File: config.mk
export PLATFORM = sky130hd
export DESIGN_NAME = fifo_rd_stream_adapter_1
export DESIGN_NICKNAME = d
export VERILOG_FILES = /design/src/rtl/fifo_rd_stream_adapter_1.sv
export SDC_FILE = /design/constraint.sdc
export NUM_CORES = 1
export LEC_CHECK = 0
export CAP_MARGIN = 20
export CORE_MARGIN = 2
export CORE_UTILIZATION = 45
export CTS_BUF_LIST = sky130_fd_sc_hd__clkbuf_2 sky130_fd_sc_hd__clkbuf_4 sky130_fd_sc_hd__clkbuf_8
export CTS_CLUSTER_DIAMETER = 30
export DETAILED_ROUTE_END_ITERATION = 8
export PLACE_DENSITY = 0.74
export SETUP_SLACK_MARGIN = 0.05
export SYNTH_ARGS = -nofsm -noshare
export SYNTH_HDL_FRONTEND = slang
export SYNTH_SLANG_ARGS = --single-unit
File: constraint.sdc
create_clock -name r_clk -period 1.8 [get_ports r_clk]
set_input_delay 0.45 -clock r_clk [delete_from_list [all_inputs] [get_ports r_clk]]
set_output_delay 0.45 -clock r_clk [all_outputs]
set_load 0.1 [all_outputs]
File: src/rtl/fifo_rd_stream_adapter_1.sv
// fifo_rd_stream_adapter_1: pops a show-ahead FIFO read port into a registered valid/ready stream via a 2-entry skid buffer
module fifo_rd_stream_adapter_1 #(
   parameter int MEMORY_WIDTH = 8,
   parameter int CNT_WIDTH    = 16
) (
   input  logic                    r_clk,
   input  logic                    rrst,
   input  logic                    r_empty,
   input  logic [MEMORY_WIDTH-1:0] rdata,
   output logic                    r_en,
   input  logic                    flush,
   input  logic                    out_ready,
   output logic                    out_valid,
   output logic [MEMORY_WIDTH-1:0] out_data,
   output logic [1:0]              out_level,
   output logic [CNT_WIDTH-1:0]    word_cnt
);
   typedef enum logic [1:0] {EMPTY = 2'd0, ONE = 2'd1, TWO = 2'd2} state_t;
   state_t                  state, state_d;
   logic [MEMORY_WIDTH-1:0] skid;
   logic                    fire, pop, load_out, load_skid;
   assign out_valid = state != EMPTY;
   assign out_level = state;
   assign fire      = out_valid && out_ready;
   assign pop       = !rrst && !flush && !r_empty && state != TWO;
   assign r_en      = pop;
   // next-state and register-load decode; flush forces EMPTY and suppresses loads
   always_comb begin
      state_d   = flush ? EMPTY :
                  state == EMPTY ? (pop ? ONE : EMPTY) :
                  state == ONE   ? (pop && !fire ? TWO : !pop && fire ? EMPTY : ONE) :
                                   (fire ? ONE : TWO);
      load_out  = !flush && (state == TWO ? fire : pop && (state == EMPTY || fire));
      load_skid = !flush && state == ONE && pop && !fire;
   end
   // state, output/skid registers and delivered-word counter
   always_ff @(posedge r_clk) begin
      if (rrst) begin
         state    <= EMPTY;
         out_data <= '0;
         skid     <= '0;
         word_cnt <= '0;
      end else begin
         state <= state_d;
         if (load_out) out_data <= state == TWO ? skid : rdata;
         if (load_skid) skid <= rdata;
         if (fire) word_cnt <= word_cnt + CNT_WIDTH'(1);
      end
   end
endmodule

==> reports/metrics.cfg, run 1 <==
[run_status]
status = finished, final reports clean

[layout]
area_growth_syn_to_layout_pct = 68.9
n_antenna_cell = 0
finalNetCount = 244
fin_cells = 277
drive_gt1_share_pct = 43.3
fillCellCount = 224

[min_path]
hold_class = in -> reg

[power]
vdd_drop_max_mv = 0.431
leakage_nw = 1.08
power_density_nw_per_um2 = 599
report.power.total_mw = 1.58

[worst_setup_path]
cp_cell_sequence = clkdlybuf4s15_2, buf_4, nor4b_4, buf_12
start_kind = input pin
slowest_delay_ns = 0.32
r2r_cells = 6
slowest_stage = nor4b_4
crit_path_end = r_en
criticalPathCategory = in -> out
required_ns = 1.35
reg2reg_from = out_level[1]
reg2reg_slack_ns = 0.10
critPathMaxFanout = 5
r2r-end = out_data[1]
worstPathArrival_ns = 1.35
path_delay_family = buffers and inverters
crit_path_end_kind = output pin
cp.depth = 4
path_buf_inv = 3
crit_start = r_empty

[yosys]
syn_nets = 181
syn_area_per_cell_um2 = 9.34
ys_ff_latch = 34
synth_flop_cell = dfxtp_1
syn_area_um2 = 1560
seq_area_frac_synth_pct = 43.6
yosys.cell_count.top_type = nor2_1
synth.area.top_cells = dfxtp_1, mux2i_1, nor2_1
synth_edf_count = 0
async_reset_ff_share_pct = 0
netlist.area_leader.share_pct = 43.6
yosys.area.top_type = dfxtp_1
ys_warn_count = 0
synth_commonest_cells = nor2_1, dfxtp_1, mux2i_1
synthCells = 167
ys_types = 39

[sta]
timing.final.hold_violations = 0
setup_violations = 0
skew_ns = 0.00649
relSlewSlack_pct = 68.4
clock.fmax_ghz = 0.557
min_period_ns = 1.80
rsz0062_at_grt = true
worst_pin_slew_ns = 0.472
post-route-period-util_pct = 99.8
drv_slew = 0

[route]
wl_per_cell_um = 14.0
drt-initial-drc-count = 64
vias = 1418
ant_nets = 0
drc = 0
drtPass1Iterations = 4
vias_per_cell = 5.12
wirelength_mm = 3.87

[placed_design]
dp.cells = 260
port_buffers = 40
dp_hpwl_mm = 2.61
place_congestion = 0.763

[clock_network]
cts_tree = built
cts.htree.levels = 2
cts_buffers = 5
clock_path_buffers = 2
clkTransAtPathRegs_ns = 0.10
clk_latency_ns = 0.34
root_buffer = clkbuf_4
cts.sinks = 34

[global_route]
grt_pass1_vias = 1460
antenna_found_initial = 0
grt-ovfl-total = 0
grt_usage_pct = 21.1
grt_max_degree = 37
grt_pass1_wl_mm = 6.58

[floorplan]
die_x_um = 62.9
die_y_um = 62.9
start_util_pct = 46.8
io_pins = 41
die-area_um2 = 3950
coreArea_um2 = 3340
rows = 21

[run]
drv_cap = 0

==> tightest hold or removal path, cell delays in order <==
cell      delay (ns)
clkbuf_2        0.10
or3_4           0.12
nor2_1          0.04
==> per-layer routing <==
metal / routed length (um) / GRT usage, %
met5: 0 / 0
met3: 231 / 8.65
met1: 1540 / 23.2
met2: 2020 / 35.6
met4: 77 / 9.17
==> kinds of logic (layout without fill, tap and decap cells) <==
family | after synthesis | after routing | synth area share, %
simple gates | 69 | 69 | 22.1
mux | 19 | 19 | 12.3
flops | 34 | 34 | 43.6
xor+xnor | 10 | 10 | 5.61
buf+inv | 13 | 77 | 4.65
fa+ha+maj | 1 | 1 | 0.802
compound gates | 21 | 21 | 10.9
==> per-stage QoR <==
step / util (%) / hold slack, ns / setup TNS [ns] / instance area [um2] / setup slack, ns
floorplan: - / 0.463 / -1.32 / 1660 / -0.641
global placement: 73.2 / 0.474 / -8.36 / 2440 / -0.427
detailed placement: 73.2 / 0.483 / -9.84 / 2440 / -0.532
CTS: 76.8 / 0.480 / 0 / 2560 / 0.00909
global route: 79.0 / 0.382 / -0.0423 / 2640 / -0.0423
finish: 79.0 / 0.392 / 0 / 2640 / 0.00439
==> cell type report <==
type / count / area (um2) / area share (%)
timing repair buffer: 65 / 906 / 34.4
multi-input combinational: 120 / 867 / 32.9
sequential: 34 / 726 / 27.5
clock buffer: 7 / 58.8 / 2.23
tap: 46 / 57.6 / 2.18
inverter: 4 / 15.0 / 0.570
clock inverter: 1 / 5.00 / 0.190
==> repair_timing <==
item / CTS / global route
hold buffers: 0 / 0
endpoints found under the hold margin: 0 / 0
pin swaps: 3 / 3
buffers inserted: 4 / 5
endpoints found under the setup margin: 18 / 11
resized for setup: 13 / 11
==> registers in the layout, indices dropped and copies added (netlist names) <==
| signal | cells |
|---|---|
| word_cnt | 16 |
| skid | 8 |
| out_data | 8 |
| out_level | 2 |
==> report_power, final <==
group / switching (mW) / total [mW] / internal [mW]
logic: 0.204 / 0.349 / 0.146
registers: 0.0173 / 0.772 / 0.754
clock network: 0.252 / 0.456 / 0.204
total: 0.473 / 1.58 / 1.10
==> how the worst min path moves through the flow <==
stage / start / endpoint / slack, ns / cells past startpoint
after global routing: rrst / out_level[1] / 0.38 / 3
after global placement: skid[1] / skid[1] / 0.47 / 2
after floorplan: skid[0] / skid[0] / 0.46 / 2
after CTS: out_ready / out_level[1] / 0.48 / 3
final: rrst / out_level[1] / 0.39 / 3
after detailed placement: skid[1] / skid[1] / 0.48 / 2
==> cell usage in the layout, fill, tap and decap left out, types with 2 or more instances in the layout <==
master | netlist | routed
dfxtp_1 | 34 | 18
a211oi_2 | 2 | 5
buf_12 | 0 | 30
mux2i_2 | 0 | 2
mux2_2 | 2 | 2
xor2_1 | 2 | 2
nor3_1 | 4 | 4
nand3_1 | 5 | 5
nor4_1 | 4 | 4
buf_6 | 3 | 2
buf_4 | 0 | 20
a21oi_1 | 3 | 3
mux2i_1 | 17 | 15
a211oi_1 | 7 | 4
clkbuf_4 | 0 | 6
xnor2_1 | 8 | 8
o21ai_0 | 2 | 2
nor2_1 | 36 | 36
nand2_1 | 5 | 5
or3_1 | 3 | 2
inv_1 | 4 | 4
dfxtp_4 | 0 | 10
dfxtp_2 | 0 | 6
clkdlybuf4s50_1 | 0 | 8
nor2b_1 | 2 | 2
clkdlybuf4s15_2 | 0 | 2
Note: power is estimated with default switching activity, not from simulation.
==> run 2: changes to the inputs <==
CORE_UTILIZATION = 50   (was 45)
PLACE_DENSITY = 0.78   (was 0.74)
clock period = 1.9 ns   (was 1.8 ns; I/O delays follow)
==> reports/metrics.cfg, run 2 (synthesized netlist as in run 1, its figures left out) <==
[layout]
top_register = word_cnt
largest_register_ffs = 16
mostFrequentLayoutCell = nor2_1
layout_common_cells = nor2_1, buf_12, dfxtp_1
fin_cells = 258
top_regs = word_cnt: 16 flops, out_data: 8 flops, skid: 8 flops
n_antenna_cell = 0
drive_gt1_share_pct = 37.8
stdcell_area_um2 = 2520
area_growth_syn_to_layout_pct = 61.4
finalNetCount = 238
fillCellCount = 172

[sta]
clock.fmax_ghz = 0.550
min_period_ns = 1.82
post-route-period-util_pct = 95.6
rsz0062_at_grt = false
setup_tns_ns = 0
relSlewSlack_pct = 63.7
setup_violations = 0
timing.final.hold_violations = 0
worst_pin_slew_ns = 0.542
skew_ns = 0.0103
drv_slew = 0

[route]
drc = 0
wl_per_cell_um = 14.9
drt-initial-drc-count = 40
vias = 1415
drtPass1Iterations = 4
wirelength_mm = 3.84
vias_per_cell = 5.48
ant_nets = 0

[global_route]
grt_pass1_vias = 1475
grt-ovfl-total = 0
antenna_found_initial = 0
grt_usage_pct = 24.9
grt_max_degree = 21
grt_pass1_wl_mm = 6.58

[worst_setup_path]
r2r-end = out_data[7]
r2r_cells = 5
critPathMaxFanout = 2
criticalPathCategory = in -> out
start_kind = input pin
reg2reg_from = out_level[1]
crit_path_end_kind = output pin
required_ns = 1.42
reg2reg_slack_ns = 0.25
worstPathArrival_ns = 1.34

[clock_network]
cts_hold_buf = 0
clock_path_buffers = 2
cts.htree.levels = 2
root_buffer = clkbuf_4
cts_buffers = 5
clkTransAtPathRegs_ns = 0.10
clk_latency_ns = 0.35
cts.sinks = 34
cts_tree = built

[placed_design]
place_congestion = 0.785
place_area_um2 = 2410
port_buffers = 40
dp.cells = 246
dp_hpwl_mm = 2.73

[min_path]
hold_start = rrst
hold_class = in -> reg
holdPathStages = 3
min_to = out_level[1]

[floorplan]
io_pins = 41
start_util_pct = 52.0
die_x_um = 59.9
rows = 20
coreArea_um2 = 3000
die-area_um2 = 3580
die_y_um = 59.9

[power]
power_density_nw_per_um2 = 618
leakage_nw = 1.06
vdd_drop_max_mv = 0.420

[run_status]
status = finished, final reports clean

[run]
drv_cap = 0

-- run 2: cell types whose count changed in the layout (fill, tap and decap cells not counted), sizes merged --
cell	previous run	this run
buf	53	47
clkinv	1	0
dlygate4sd2	0	1
clkdlybuf4s15	3	1
clkbuf	8	10
-- run 2: layer usage --
layer | GRT usage [%] | up-vias | wire [um] | share of wire [%]
li1 | - | 704 | - | -
met1 | 27.3 | 668 | 1550 | 40
met2 | 44.7 | 34 | 2030 | 53
met3 | 6.06 | 9 | 163 | 4.2
met4 | 11.4 | 0 | 92 | 2.4
met5 | 0 | - | 0 | 0
-- run 2: power breakdown --
part           internal [mW]  switching, mW  total (mW)
Clock                  0.253          0.254       0.507
Combinational          0.129          0.187       0.316
Sequential             0.718         0.0165       0.735
Total                   1.10          0.457        1.56
-- run 2: critical path, cell delays in order --
cell	delay [ns]
clkdlybuf4s15_1	0.19
buf_6	0.13
nor4b_4	0.32
buf_12	0.22
-- run 2: timing repair --
item / CTS / global route
resized for setup: 8 / 5
endpoints found under the setup margin: 17 / 3
setup buffers: 2 / 2
pin swaps: 3 / 1
-- run 2: final cells by class --
cell class | count | area, um2 | area share [%]
Inverter | 4 | 15.0 | 0.596
Timing Repair Buffer | 59 | 836 | 33.2
Sequential cell | 34 | 718 | 28.5
Clock buffer | 8 | 78.8 | 3.13
Tap cell | 33 | 41.3 | 1.64
Multi-Input combinational cell | 120 | 830 | 32.9
-- run 2: how the worst max path moves through the flow --
stage	from	end	slack (ns)
floorplan	out_level[0]	r_en	-0.57
detailed placement	flush	skid[6]	-0.42
CTS	r_empty	r_en	0.01
global placement	flush	skid[6]	-0.34
finish	flush	r_en	0.08
global route	out_level[0]	out_valid	0.04
-- run 2: per-stage QoR --
stage | util [%] | hold WS (ns) | setup slack [ns] | power [mW]
floorplan | - | 0.463 | -0.566 | 0.930
global placement | 80.2 | 0.473 | -0.336 | 1.06
detailed placement | 80.2 | 0.490 | -0.419 | 1.06
CTS | 83.5 | 0.515 | 0.0138 | 1.56
global route | 83.9 | 0.438 | 0.0445 | 1.61
finish | 83.9 | 0.425 | 0.0829 | 1.56
